--- config.mk ---
export PLATFORM = sky130hd
export DESIGN_NAME = lsu_mem_stage_flat
export DESIGN_NICKNAME = d
export VERILOG_FILES = /design/src/rtl/lsu_mem_stage_if.sv /design/src/rtl/lsu_mem_stage.sv /design/src/flat_wrapper.sv
export SDC_FILE = /design/constraint.sdc
export NUM_CORES = 1
export LEC_CHECK = 0
export ABC_AREA = 1
export CAP_MARGIN = 20
export CORE_ASPECT_RATIO = 0.5
export CORE_MARGIN = 5
export CORE_UTILIZATION = 35
export CTS_BUF_LIST = sky130_fd_sc_hd__clkbuf_4 sky130_fd_sc_hd__clkbuf_8
export CTS_CLUSTER_DIAMETER = 30
export DETAILED_ROUTE_END_ITERATION = 16
export PLACE_DENSITY = 0.68
export SYNTH_ARGS = -nofsm -noshare
export SYNTH_HDL_FRONTEND = slang
export SYNTH_SLANG_ARGS = --single-unit
--- constraint.sdc ---
create_clock -name clk -period 3.6 [get_ports clk]
set_clock_uncertainty 0.05 [all_clocks]
set_input_delay 0.9 -clock clk [delete_from_list [all_inputs] [get_ports clk]]
set_output_delay 0.9 -clock clk [all_outputs]
set_load 0.01 [all_outputs]
--- src/rtl/lsu_mem_stage_if.sv ---
// ---------------------------------------------------------------------------
// lsu_mem_stage_if
// Data-memory bus between the load/store stage and the data memory.
// One request at a time: a request is transferred on
// mem_req_valid & mem_req_ready, and it is completed by a one-cycle
// mem_rsp_valid. For reads, mem_rsp_valid also carries mem_rdata.
//
// Signals:
//   mem_req_valid  master->slave  request valid
//   mem_req_ready  slave->master  memory accepts the request
//   mem_addr       master->slave  8-byte-aligned address (AW bits)
//   mem_wen        master->slave  1 = write
//   mem_wdata      master->slave  lane-shifted store data (64 bits)
//   mem_wmask      master->slave  byte-lane write strobe (0 on reads)
//   mem_rsp_valid  slave->master  read data valid / write acknowledge
//   mem_rdata      slave->master  read data (64 bits)
// ---------------------------------------------------------------------------
interface lsu_mem_stage_if #(
    parameter int AW = 64
);
    logic          mem_req_valid;
    logic          mem_req_ready;
    logic [AW-1:0] mem_addr;
    logic          mem_wen;
    logic [63:0]   mem_wdata;
    logic [7:0]    mem_wmask;
    logic          mem_rsp_valid;
    logic [63:0]   mem_rdata;

    modport master (
        output mem_req_valid, mem_addr, mem_wen, mem_wdata, mem_wmask,
        input  mem_req_ready, mem_rsp_valid, mem_rdata
    );

    modport slave (
        input  mem_req_valid, mem_addr, mem_wen, mem_wdata, mem_wmask,
        output mem_req_ready, mem_rsp_valid, mem_rdata
    );
endinterface

--- src/rtl/lsu_mem_stage.sv ---
// ---------------------------------------------------------------------------
// lsu_mem_stage
// This is the load/store stage that sits behind the ALU. It accepts one
// instruction at a time from EX. For a load or a store, it issues a single
// request on the data-memory bus and waits for the response. A load result
// is aligned and sign- or zero-extended. The final value is handed to WB
// with a valid/ready handshake. Non-memory instructions pass their ALU
// result straight through.
//
// Optional build macro: LSU_MISALIGN_CHECK_EN
//   defined   : a load/store whose byte offset is not a multiple of its size
//               skips the bus. It completes with out_err=1 and out_data=0.
//   undefined : out_err stays 0. The low offset bits are masked to the
//               natural alignment of the access size.
//
// Ports:
//   clk, rst_n          clock, asynchronous active-low reset
//   in_valid/in_ready   EX handshake (in_ready high only while idle)
//   in_addr             effective address or pass-through value
//   in_wdata            store data (rs2)
//   in_memrd/in_memwr   load / store (store wins when both are set)
//   in_memop            lb,lh,lw,ld,lbu,lhu,lwu (3'b111 behaves as ld)
//   mem                 data-memory bus (lsu_mem_stage_if.master)
//   out_valid/out_ready WB handshake
//   out_data            load result, pass-through value, or 0 for stores
//   out_err             misaligned access flag
// ---------------------------------------------------------------------------
module lsu_mem_stage #(
    parameter  int AW = 64,
    localparam int DW = 64,
    localparam int NB = DW / 8
) (
    input  logic                   clk,
    input  logic                   rst_n,
    input  logic                   in_valid,
    output logic                   in_ready,
    input  logic [AW-1:0]          in_addr,
    input  logic [DW-1:0]          in_wdata,
    input  logic                   in_memrd,
    input  logic                   in_memwr,
    input  logic [2:0]             in_memop,
    lsu_mem_stage_if.master        mem,
    output logic                   out_valid,
    input  logic                   out_ready,
    output logic [DW-1:0]          out_data,
    output logic                   out_err
);

    typedef enum logic [1:0] {
        ST_IDLE = 2'd0,
        ST_REQ  = 2'd1,
        ST_WAIT = 2'd2,
        ST_DONE = 2'd3
    } state_t;

    // Unshifted byte-lane strobe for an access of 2**sz bytes.
    function automatic logic [NB-1:0] size_mask(input logic [1:0] sz);
        logic [NB-1:0] m;
        case (sz)
            2'd0:    m = 8'h01;
            2'd1:    m = 8'h03;
            2'd2:    m = 8'h0F;
            default: m = 8'hFF;
        endcase
        return m;
    endfunction

    // Clears the offset bits below the natural alignment of the access size.
    function automatic logic [2:0] align_off(input logic [2:0] off, input logic [1:0] sz);
        logic [2:0] a;
        case (sz)
            2'd0:    a = off;
            2'd1:    a = {off[2:1], 1'b0};
            2'd2:    a = {off[2], 2'b00};
            default: a = 3'b000;
        endcase
        return a;
    endfunction

    // Sign- (op[2]=0) or zero- (op[2]=1) extension from the access size.
    function automatic logic [DW-1:0] load_extend(input logic [DW-1:0] raw, input logic [2:0] op);
        logic [DW-1:0] r;
        case (op[1:0])
            2'd0:    r = op[2] ? {56'd0, raw[7:0]}  : {{56{raw[7]}},  raw[7:0]};
            2'd1:    r = op[2] ? {48'd0, raw[15:0]} : {{48{raw[15]}}, raw[15:0]};
            2'd2:    r = op[2] ? {32'd0, raw[31:0]} : {{32{raw[31]}}, raw[31:0]};
            default: r = raw;
        endcase
        return r;
    endfunction

    state_t         state_r;
    state_t         state_nxt;
    logic           capture_s;
    logic           rsp_take_s;

    logic [2:0]     in_off_s;
    logic [1:0]     in_sz_s;
    logic           in_mem_s;
    logic [2:0]     lane_off_s;
    logic           misalign_s;
    logic [DW-1:0]  rdata_shift_s;
    logic [DW-1:0]  load_val_s;

    logic           in_ready_r;
    logic           mem_req_valid_r;
    logic [AW-1:0]  mem_addr_r;
    logic           mem_wen_r;
    logic [DW-1:0]  mem_wdata_r;
    logic [NB-1:0]  mem_wmask_r;
    logic           out_valid_r;
    logic [DW-1:0]  out_data_r;
    logic           out_err_r;
    logic [2:0]     memop_r;
    logic [2:0]     off_r;

    assign in_off_s   = in_addr[2:0];
    assign in_sz_s    = in_memop[1:0];
    assign in_mem_s   = in_memrd | in_memwr;
    assign lane_off_s = align_off(in_off_s, in_sz_s);

`ifdef LSU_MISALIGN_CHECK_EN
    // Any offset bit that alignment would have cleared marks the access misaligned.
    assign misalign_s = in_mem_s & (in_off_s != lane_off_s);
`else
    assign misalign_s = 1'b0;
`endif

    assign rdata_shift_s = mem.mem_rdata >> {off_r, 3'b000};
    assign load_val_s    = load_extend(rdata_shift_s, memop_r);

    // FSM state register.
    always_ff @(posedge clk or negedge rst_n) begin
        if (!rst_n) begin
            state_r <= ST_IDLE;
        end else begin
            state_r <= state_nxt;
        end
    end

    // FSM next-state and datapath strobes.
    always_comb begin
        state_nxt  = state_r;
        capture_s  = 1'b0;
        rsp_take_s = 1'b0;
        case (state_r)
            ST_IDLE: begin
                if (in_valid) begin
                    capture_s = 1'b1;
                    if (in_mem_s && !misalign_s) begin
                        state_nxt = ST_REQ;
                    end else begin
                        state_nxt = ST_DONE;
                    end
                end else begin
                    state_nxt = ST_IDLE;
                end
            end
            ST_REQ: begin
                // mem_req_valid is registered high for exactly this state.
                if (mem.mem_req_ready) begin
                    state_nxt = ST_WAIT;
                end else begin
                    state_nxt = ST_REQ;
                end
            end
            ST_WAIT: begin
                if (mem.mem_rsp_valid) begin
                    rsp_take_s = 1'b1;
                    state_nxt  = ST_DONE;
                end else begin
                    state_nxt = ST_WAIT;
                end
            end
            ST_DONE: begin
                if (out_ready) begin
                    state_nxt = ST_IDLE;
                end else begin
                    state_nxt = ST_DONE;
                end
            end
            default: begin
                state_nxt = ST_IDLE;
            end
        endcase
    end

    // Registered handshake outputs and captured request/result datapath.
    always_ff @(posedge clk or negedge rst_n) begin
        if (!rst_n) begin
            in_ready_r      <= 1'b1;
            mem_req_valid_r <= 1'b0;
            out_valid_r     <= 1'b0;
            mem_addr_r      <= '0;
            mem_wen_r       <= 1'b0;
            mem_wdata_r     <= 64'd0;
            mem_wmask_r     <= 8'd0;
            out_data_r      <= 64'd0;
            out_err_r       <= 1'b0;
            memop_r         <= 3'd0;
            off_r           <= 3'd0;
        end else begin
            // Handshake flags track the state being entered, so they are exact state decodes.
            in_ready_r      <= (state_nxt == ST_IDLE);
            mem_req_valid_r <= (state_nxt == ST_REQ);
            out_valid_r     <= (state_nxt == ST_DONE);
            if (capture_s) begin
                mem_addr_r  <= {in_addr[AW-1:3], 3'b000};
                mem_wen_r   <= in_memwr;
                mem_wmask_r <= in_memwr ? (size_mask(in_sz_s) << lane_off_s) : 8'd0;
                mem_wdata_r <= in_memwr ? (in_wdata << {lane_off_s, 3'b000}) : 64'd0;
                memop_r     <= in_memop;
                off_r       <= lane_off_s;
                // Memory accesses start at 0; only a load response replaces it.
                out_data_r  <= in_mem_s ? 64'd0 : 64'(in_addr);
                out_err_r   <= misalign_s;
            end else if (rsp_take_s) begin
                out_data_r  <= mem_wen_r ? 64'd0 : load_val_s;
            end else if ((state_r == ST_DONE) && out_ready) begin
                out_err_r   <= 1'b0;
            end else begin
                out_err_r   <= out_err_r;
            end
        end
    end

    assign in_ready          = in_ready_r;
    assign mem.mem_req_valid = mem_req_valid_r;
    assign mem.mem_addr      = mem_addr_r;
    assign mem.mem_wen       = mem_wen_r;
    assign mem.mem_wdata     = mem_wdata_r;
    assign mem.mem_wmask     = mem_wmask_r;
    assign out_valid         = out_valid_r;
    assign out_data          = out_data_r;
    assign out_err           = out_err_r;

endmodule

--- src/flat_wrapper.sv ---
// flat-port wrapper written by rule: the top's interface ports become plain ports
module lsu_mem_stage_flat 
#(
    parameter  int AW = 64,
    localparam int DW = 64,
    localparam int NB = DW / 8
)
  (clk, rst_n, in_valid, in_ready, in_addr, in_wdata, in_memrd, in_memwr, in_memop, out_valid, out_ready, out_data, out_err, mem_mem_req_valid, mem_mem_addr, mem_mem_wen, mem_mem_wdata, mem_mem_wmask, mem_mem_req_ready, mem_mem_rsp_valid, mem_mem_rdata);
  lsu_mem_stage_if #(.AW(AW)) mem_i ();
  input  logic clk;
  input  logic rst_n;
  input  logic in_valid;
  output logic in_ready;
  input  logic [AW-1:0] in_addr;
  input  logic [DW-1:0] in_wdata;
  input  logic in_memrd;
  input  logic in_memwr;
  input  logic [2:0] in_memop;
  output logic out_valid;
  input  logic out_ready;
  output logic [DW-1:0] out_data;
  output logic out_err;
  output wire logic [$bits(mem_i.mem_req_valid)-1:0] mem_mem_req_valid;
  output wire logic [$bits(mem_i.mem_addr)-1:0] mem_mem_addr;
  output wire logic [$bits(mem_i.mem_wen)-1:0] mem_mem_wen;
  output wire logic [$bits(mem_i.mem_wdata)-1:0] mem_mem_wdata;
  output wire logic [$bits(mem_i.mem_wmask)-1:0] mem_mem_wmask;
  input wire logic [$bits(mem_i.mem_req_ready)-1:0] mem_mem_req_ready;
  input wire logic [$bits(mem_i.mem_rsp_valid)-1:0] mem_mem_rsp_valid;
  input wire logic [$bits(mem_i.mem_rdata)-1:0] mem_mem_rdata;
  assign mem_mem_req_valid = mem_i.mem_req_valid;
  assign mem_mem_addr = mem_i.mem_addr;
  assign mem_mem_wen = mem_i.mem_wen;
  assign mem_mem_wdata = mem_i.mem_wdata;
  assign mem_mem_wmask = mem_i.mem_wmask;
  assign mem_i.mem_req_ready = mem_mem_req_ready;
  assign mem_i.mem_rsp_valid = mem_mem_rsp_valid;
  assign mem_i.mem_rdata = mem_mem_rdata;
  lsu_mem_stage #(.AW(AW)) u_core (.clk(clk), .rst_n(rst_n), .in_valid(in_valid), .in_ready(in_ready), .in_addr(in_addr), .in_wdata(in_wdata), .in_memrd(in_memrd), .in_memwr(in_memwr), .in_memop(in_memop), .mem(mem_i), .out_valid(out_valid), .out_ready(out_ready), .out_data(out_data), .out_err(out_err));
endmodule
==> results of run 1 <==
cell usage after synthesis (5+ instances only):
cell type,number,share of area
a22o_1,14,0.010
buf_4,16,0.0099
dfrtp_1,208,0.43
o21ai_0,78,0.032
inv_1,46,0.014
buf_1,18,0.0056
o21ai_1,63,0.026
o31ai_1,6,0.0037
o21ai_2,5,0.0036
buf_6,6,0.0056
inv_2,9,0.0028
clkbuf_1,48,0.015
nand3_1,126,0.052
o211ai_1,59,0.037
a21oi_1,198,0.082
a22oi_1,7,0.0043
buf_2,47,0.019
nor2_1,110,0.034
nand2_1,597,0.19
metal layers:
metal  vias up  GRT usage  wire (microns)
met5         -          0              32
met4         4     0.1018            1840
met3       100    0.04748            2976
met2       448     0.4222           24550
met1      6394     0.3045           19990
li1       6361          -               -
cell families (layout without fill, tap and decap cells):
family | Yosys count | after routing | share of synthesized area
other cells | 1 | 14 | 0.0003097
compound gates | 445 | 445 | 0.2085
flops | 209 | 209 | 0.4320
buf+inv | 193 | 564 | 0.07449
simple gates | 851 | 851 | 0.2847
per-stage QoR:
| step | util | std cells | hold WS, ns | cell area, sq um |
|---|---|---|---|---|
| after floorplan | - | 1702 | 0.4561 | 12120 |
| after global placement | 0.4780 | 2478 | 0.4115 | 16390 |
| after detailed placement | 0.4780 | 2478 | 0.4149 | 16390 |
| after CTS | 0.5034 | 2548 | 0.1649 | 17260 |
| after global routing | 0.5041 | 2557 | 0.1806 | 17290 |
| final | 0.5042 | 2558 | 0.1773 | 17290 |
flip-flops by register name (all words and copies together), names as in the netlist, 2 cells and up:
| register | count |
|---|---|
| u_core.memop_r | 3 |
| u_core.out_data | 64 |
| u_core.mem.mem_wdata | 64 |
| u_core.mem.mem_wmask | 8 |
| u_core.state_r | 2 |
| u_core.mem.mem_addr | 61 |
| u_core.off_r | 3 |
final timing paths:
kind | end | startpoint | slack [ns] | cells after the start
max in group asynchronous | u_core.out_data[34]$_DFFE_PN0P_ | rst_n | 2.52 | 2
worst max register to register | u_core.out_data[36]$_DFFE_PN0P_ | u_core.off_r[0]$_DFFE_PN0P_ | 1.13 | 9
worst min register to register | u_core.mem.mem_addr[56]$_DFFE_PN0P_ | u_core.mem.mem_addr[56]$_DFFE_PN0P_ | 0.43 | 2
worst max-delay path | mem_mem_wen | u_core.mem.mem_wen$_DFFE_PN0P_ | 1.03 | 1
min in group clk | u_core.mem.mem_addr[56]$_DFFE_PN0P_ | u_core.mem.mem_addr[56]$_DFFE_PN0P_ | 0.43 | 2
worst min-delay path | u_core.mem.mem_wdata[25]$_DFFE_PN0P_ | rst_n | 0.18 | 1
final cells by class:
type | instances | area share
multi-input cells | 1300 | 0.3473
flip-flops and latches | 209 | 0.3026
repair buffers | 437 | 0.2513
clock buffers | 53 | 0.04002
well taps | 475 | 0.03438
inverters | 57 | 0.01252
clock inverters | 17 | 0.01042
diodes | 10 | 0.001447
power groups by stage:
| stage | clock [W] | combinational [W] | sequential, W |
|---|---|---|---|
| after CTS | 0.00266 | 0.00819 | 0.00419 |
| final | 0.00260 | 0.00818 | 0.00420 |
| after global routing | 0.00279 | 0.00891 | 0.00432 |
| after global placement | 0 | 0.00810 | 0.00420 |
| after floorplan | 0 | 0.00397 | 0.00461 |
| after detailed placement | 0 | 0.00816 | 0.00420 |
==> out/results.ini, run 1 <==
[place]
place_ws_ns = 0.6043
gp_congestion = 0.9382
portBuffers = 403
place_hpwl_microns = 36440

[synth]
syn_area_per_cell_sq_um = 7.128
ys_seq_area_frac = 0.4320
synth_ff_type = dfrtp_1
async_reset_ff_frac = 1.000
netlist_area_sq_mm = 0.01211
synth_edf_count = 0
netlist_instances = 1699
yosys_warnings = 0
synth.distinct_cells = 39
ys_ff_latch = 209

[power]
power.switching_w = 0.006467
internal_power_w = 0.008512
ir_drop_uv = 414.9
p_sw_frac = 0.4317
seq_power_share = 0.280
leakagePower_nw = 7.915
power_w = 0.01498
clkPwrFrac = 0.174
combPwrFrac = 0.546
power_density_mw_per_mm2 = 866.4

[floorplan]
die_area_sq_mm = 0.03865
die_w_microns = 273.1
std_cell_rows = 48
ios = 408
fp.dieH_microns = 141.5
start_util = 0.3531
core_sq_mm = 0.03429

[setup_path]
critPathRequiredTime_ns = 2.65
slowest_stage = clkdlybuf4s50_1
crit_family = buffers and inverters
critPathBufInv = 1
critical_path_class = flop to primary output
crit_fanout = 2
critPathArrivalTime_ns = 1.62
crit_path_max_incr_delay_ns = 0.64
crit_path_start_kind = flop
cp_cell_sequence = clkdlybuf4s50_1
cp-end-kind = primary output

[clocking]
htreeDepth = 2
cts_setup_buffers = 0
clk_latency_ns = 0.56
cts_inserted_buffers = 39
path_clk_slew_ns = 0.06
cts_resized = 0
ctsLongestPathBuffers = 3
cts_sinks = 209
root_buffer = clkbuf_8
cts_tree = done
cts_hold_buffers = 0

[detailed_routing]
ant_nets = 0
routedWlPerCell_microns = 19.31
drt_iter0_markers = 1392
vias = 13307
drt_wl_total_microns = 49390
drc = 0
vias_per_cell = 5.202
drt_first_pass_iters = 5

[sta]
hold_viol_final = 0
final.period_utilization = 0.7152
layout_setup_ws_ns = 1.025
slew_viol_final = 0
slew-limit-headroom = 0.2792
setup_viol = 0
setup_tns_ns = 0
rsz0062_at_grt = false
fin_crit_ns = 2.575
worst_pin_slew_ns = 1.081
timing.fmax_mhz = 388.4

[final_layout]
drive_gt1_frac = 0.06609
syn_to_final_growth_pct = 42.76
layout_commonest_cell = nand2_1
register_area_sq_mm = 0.005233
multiInputGateArea_sq_mm = 0.006005
layout_common_cells = nand2_1 (596), clkdlybuf4s50_1 (402), dfrtp_1 (207)
fill_cells = 3383
nets = 2247

[grt]
grt_pass1_wl_microns = 75420
antenna_found_initial = 11
grt_max_degree = 99
grt_pass1_vias = 13093
grt_overflow_total = 0
grt_util_all_layers = 0.2451

[min_path]
hold_path_class = input port to async pin

[flow_run]
maxCapViolCount = 0

[run_status]
status = finished clean

Power figures use the tool's default switching activity.
==> inputs of run 2 (changes only) <==
- PLACE_DENSITY: 0.68 -> 0.71
- clock period: 3.6 -> 2.3 ns (I/O delays scaled with it)
==> run 2 against run 1 <==
- routed wire length up 1.5%
- critical path type unchanged
- flip-flop and latch count unchanged
- critical endpoint is now in_ready
- sequential power up 57%
- highest routed layer unchanged
==> out/results.ini, run 2 (synthesis results as in run 1) <==
[run_status]
status = finished clean

[setup_path]
crit_path_start_kind = flop
slowest_stage = clkdlybuf4s50_1
crit_fanout = 1
critical_path_class = flop to primary output
critPathRequiredTime_ns = 1.67
cp_cell_sequence = clkdlybuf4s50_1
cp-end-kind = primary output
critPathBufInv = 1
critPathArrivalTime_ns = 1.58
crit_path_max_incr_delay_ns = 0.53
crit_family = buffers and inverters

[floorplan]
start_util = 0.3531
ios = 408
die_w_microns = 273.1
std_cell_rows = 48
core_sq_mm = 0.03429
die_area_sq_mm = 0.03865
fp.dieH_microns = 141.5

[clocking]
root_buffer = clkbuf_8
htreeDepth = 2
cts_tree = done
path_clk_slew_ns = 0.06
ctsLongestPathBuffers = 3
cts_sinks = 209
cts_inserted_buffers = 40
cts_setup_buffers = 0
clk_latency_ns = 0.56

[detailed_routing]
ant_nets = 0
drt_iter0_markers = 1369
routedWlPerCell_microns = 19.00
drt_first_pass_iters = 7
drc = 0
vias_per_cell = 5.168
drt_wl_total_microns = 50150
vias = 13639

[power]
power_density_mw_per_mm2 = 1354
leakagePower_nw = 8.412
ir_drop_uv = 584.0

[sta]
worst_hold_slack_ns = 0.4283
rsz0062_at_grt = false
final.period_utilization = 0.9605
fin_crit_ns = 2.209
worst_pin_slew_ns = 0.7008
slew-limit-headroom = 0.5311
setup_viol = 0
slew_viol_final = 0
hold_viol_final = 0
timing.fmax_mhz = 452.7

[final_layout]
nets = 2328
layout_commonest_cell = nand2_1
drive_gt1_frac = 0.1020
stdcell_count = 2639
syn_to_final_growth_pct = 49.98
fin_area_sq_mm = 0.01816
layout_common_cells = nand2_1 (596), clkdlybuf4s50_1 (401), dfrtp_1 (207)

[min_path]
hold_path_class = flop to flop

[grt]
antenna_found_initial = 10
grt_overflow_total = 0
grt_util_all_layers = 0.2501
grt_max_degree = 80
grt_pass1_vias = 13376
grt_pass1_wl_microns = 77190

[place]
portBuffers = 403
placed_area_sq_mm = 0.01715
gp_congestion = 0.9248
dp.cells = 2557
place_hpwl_microns = 37910

[flow_run]
maxCapViolCount = 0

[run 2: changes by cell type in the layout (fill, tap and decap cells not counted), sizes merged]
cell	previous run	this run
buf	35	114
clkbuf	53	56
diode	10	7
bufinv	3	5
clkinv	10	8
clkinvlp	2	4
clkdlybuf4s50	402	401
dlygate4sd2	0	1
dlygate4sd3	0	1
inv	59	58
[run 2: timing repair]
| action | CTS | global route |
|---|---|---|
| setup endpoints to repair | 1 | 0 |
| resized for setup | 1 | 0 |
| hold buffers | 1 | 0 |
| hold endpoints to repair | 38 | 0 |
[run 2: layout make-up]
| type | instances | area (sq um) |
|---|---|---|
| antenna | 7 | 17.52 |
| clock buffer | 56 | 745.7 |
| clock inverter | 18 | 240.2 |
| fill | 3218 | 16130 |
| inverter | 57 | 216.5 |
| multi-input combinational | 1300 | 5996 |
| sequential | 209 | 5233 |
| tap | 475 | 594.3 |
| timing repair buffer | 517 | 5121 |
[run 2: final timing paths]
path                                                      from                             endpoint  slack [ns]  cells past startpoint
hold reg to reg            u_core.mem.mem_addr[31]$_DFFE_PN0P_  u_core.mem.mem_addr[31]$_DFFE_PN0P_        0.43                      2
setup reg to reg                 u_core.memop_r[1]$_DFFE_PN0P_      u_core.out_data[32]$_DFFE_PN0P_        0.21                      6
hold / removal             u_core.mem.mem_addr[31]$_DFFE_PN0P_  u_core.mem.mem_addr[31]$_DFFE_PN0P_        0.43                      2
min in group asynchronous                                rst_n  u_core.mem.mem_addr[36]$_DFFE_PN0P_        0.48                      2
max in group asynchronous                                rst_n       u_core.out_data[7]$_DFFE_PN0P_        1.11                      3
setup / recovery                     u_core.in_ready$_DFF_PN1_                             in_ready        0.09                      1
[run 2: layer usage]
layer  part of all wire  track usage
met3              0.064      0.04968
met4              0.037      0.09175
met1               0.40       0.3122
met5            0.00080            0
met2               0.50       0.4345
[run 2: metrics by stage]
stage               power (W)  setup WS (ns)  setup TNS (ns)    util
floorplan             0.01341         0.5660               0       -
global route          0.02620        0.02307               0  0.5297
CTS                   0.02463        0.04239               0  0.5292
finish                0.02460        0.09093               0  0.5297
global placement      0.01983        -0.2127          -3.536  0.5001
detailed placement    0.02002        -0.2421          -6.489  0.5001
[run 2: power breakdown]
group	switching, W	internal [W]
Clock	0.00180	0.00270
Combinational	0.00740	0.00610
Sequential	0.00115	0.00546
Total	0.0103	0.0143
==> inputs of run 3 (changes only) <==
- CTS_CLUSTER_DIAMETER: 30 -> 50
==> run 3 against run 2 <==
- final cell count is 0.53% lower
- cell area is 1.3% lower
- critical path depth stayed put
- power is 3.4% lower
- routed wire length is 0.72% lower
- core utilization is 0.68 points lower
- count of clock-buffer cells in the layout is 1 lower
- highest routed layer unchanged
==> out/results.ini, run 3 (synthesis results as in run 1) <==
[setup_path]
reg2reg_depth = 6
critical_path_class = flop to primary output
critPathBufInv = 1
cp_cell_sequence = clkdlybuf4s50_1
crit_fanout = 1
crit_family = flip-flops
critPathRequiredTime_ns = 1.67
cp-end-kind = primary output
slowest_stage = dfstp_2
r2r_start = u_core.memop_r[1]$_DFFE_PN0P_
critPathArrivalTime_ns = 1.59
crit_path_start_kind = flop
crit_path_max_incr_delay_ns = 0.53
r2r-end = u_core.out_data[32]$_DFFE_PN0P_
ff2ff_setup_slack_ns = 0.23

[floorplan]
fp.dieH_microns = 141.5
die_w_microns = 273.1
die_area_sq_mm = 0.03865
start_util = 0.3531
ios = 408
core_sq_mm = 0.03429
std_cell_rows = 48

[run_status]
status = finished clean

[clocking]
clk_latency_ns = 0.55
htreeDepth = 2
cts_tree = done
path_clk_slew_ns = 0.07
cts_inserted_buffers = 35
cts_sinks = 209
root_buffer = clkbuf_8
cts_setup_buffers = 0
ctsLongestPathBuffers = 3

[grt]
grt_pass1_vias = 13335
grt_max_degree = 80
grt_pass1_wl_microns = 76940
antenna_found_initial = 9
grt_util_all_layers = 0.2495
grt_overflow_total = 0

[final_layout]
register_area_sq_mm = 0.005233
syn_to_final_growth_pct = 48.07
nets = 2323
multiInputGateArea_sq_mm = 0.005996
final_core_util = 0.5229
drive_gt1_frac = 0.09655
layout_common_cells = nand2_1 (596), clkdlybuf4s50_1 (401), dfrtp_1 (207)
fill_cells = 3234
layout_commonest_cell = nand2_1

[power]
ir_drop_uv = 471.8
clkPwrFrac = 0.155
combPwrFrac = 0.568
leakagePower_nw = 8.316
seq_power_share = 0.278
power_density_mw_per_mm2 = 1324
power.switching_w = 0.01016
p_sw_frac = 0.4279
internal_power_w = 0.01359

[sta]
worst_hold_slack_ns = 0.4268
worst_pin_slew_ns = 0.7145
rsz0062_at_grt = false
setup_viol = 0
timing.fmax_mhz = 451.6
slew-limit-headroom = 0.5219
slew_viol_final = 0
fin_crit_ns = 2.214
hold_viol_final = 0
final.period_utilization = 0.9627

[min_path]
hold_start = u_core.mem.mem_addr[56]$_DFFE_PN0P_
min_to = u_core.mem.mem_addr[56]$_DFFE_PN0P_
min_delay_path_depth = 2
hold_path_class = flop to flop

[detailed_routing]
vias_per_cell = 5.198
routedWlPerCell_microns = 18.96
ant_nets = 0
drc = 0
drt_iter0_markers = 1309
drt_wl_total_microns = 49780
drt_first_pass_iters = 5
vias = 13644

[place]
place_hpwl_microns = 37910
gp_congestion = 0.9248
portBuffers = 403

[flow_run]
maxCapViolCount = 0

run 3: area by class of cell:
cell class,instances,area share
Clock inverter,6,0.003628
Sequential cell,209,0.2918
Timing Repair Buffer,517,0.2858
Multi-Input combinational cell,1300,0.3344
Tap cell,475,0.03314
Antenna cell,6,0.0008373
Clock buffer,55,0.03838
Inverter,57,0.01207
run 3: through the flow:
step | setup TNS, ns | worst slack [ns] | area [sq um] | total power (W) | cells
finish | 0 | 0.08576 | 17930 | 0.02375 | 2625
global route | 0 | 0.02412 | 17930 | 0.02537 | 2625
CTS | 0 | 0.001752 | 17910 | 0.02379 | 2619
detailed placement | -6.489 | -0.2421 | 17150 | 0.02002 | 2557
global placement | -3.536 | -0.2127 | 17150 | 0.01983 | 2557
floorplan | 0 | 0.5660 | 12120 | 0.01341 | 1702
run 3: how the worst max path moves through the flow:
stage	startpoint	endpoint	slack [ns]	cells after the start
after floorplan	in_memop[0]	u_core.mem.mem_wdata[51]$_DFFE_PN0P_	0.57	9
after global placement	in_memop[0]	u_core.mem.mem_wdata[61]$_DFFE_PN0P_	-0.21	11
after detailed placement	in_memop[1]	u_core.mem.mem_wdata[22]$_DFFE_PN0P_	-0.24	8
after CTS	u_core.mem.mem_wen$_DFFE_PN0P_	mem_mem_wen	0.002	1
after global routing	u_core.in_ready$_DFF_PN1_	in_ready	0.02	1
final	u_core.in_ready$_DFF_PN1_	in_ready	0.09	1
run 3: power groups by stage:
stage | sequential, W | combinational [W] | clock [W]
after CTS | 0.00658 | 0.0135 | 0.00374
final | 0.00659 | 0.0135 | 0.00367
after global routing | 0.00679 | 0.0147 | 0.00392
after global placement | 0.00656 | 0.0133 | 0
after detailed placement | 0.00658 | 0.0134 | 0
after floorplan | 0.00721 | 0.00621 | 0
run 3: repair_timing:
action / 4_1_cts / 5_1_grt
resized for setup: 0 / 1
hold buffers: 1 / 0
setup endpoints to repair: 0 / 1
endpoints found under the hold margin: 38 / 0
run 3: routing by layer:
layer / global-route usage / up-vias / routed length [microns]
li1: - / 6517 / -
met2: 0.4330 / 524 / 24900
met1: 0.3127 / 6495 / 20110
met4: 0.08937 / 6 / 1727
met5: 0 / - / 40
met3: 0.04934 / 102 / 3008
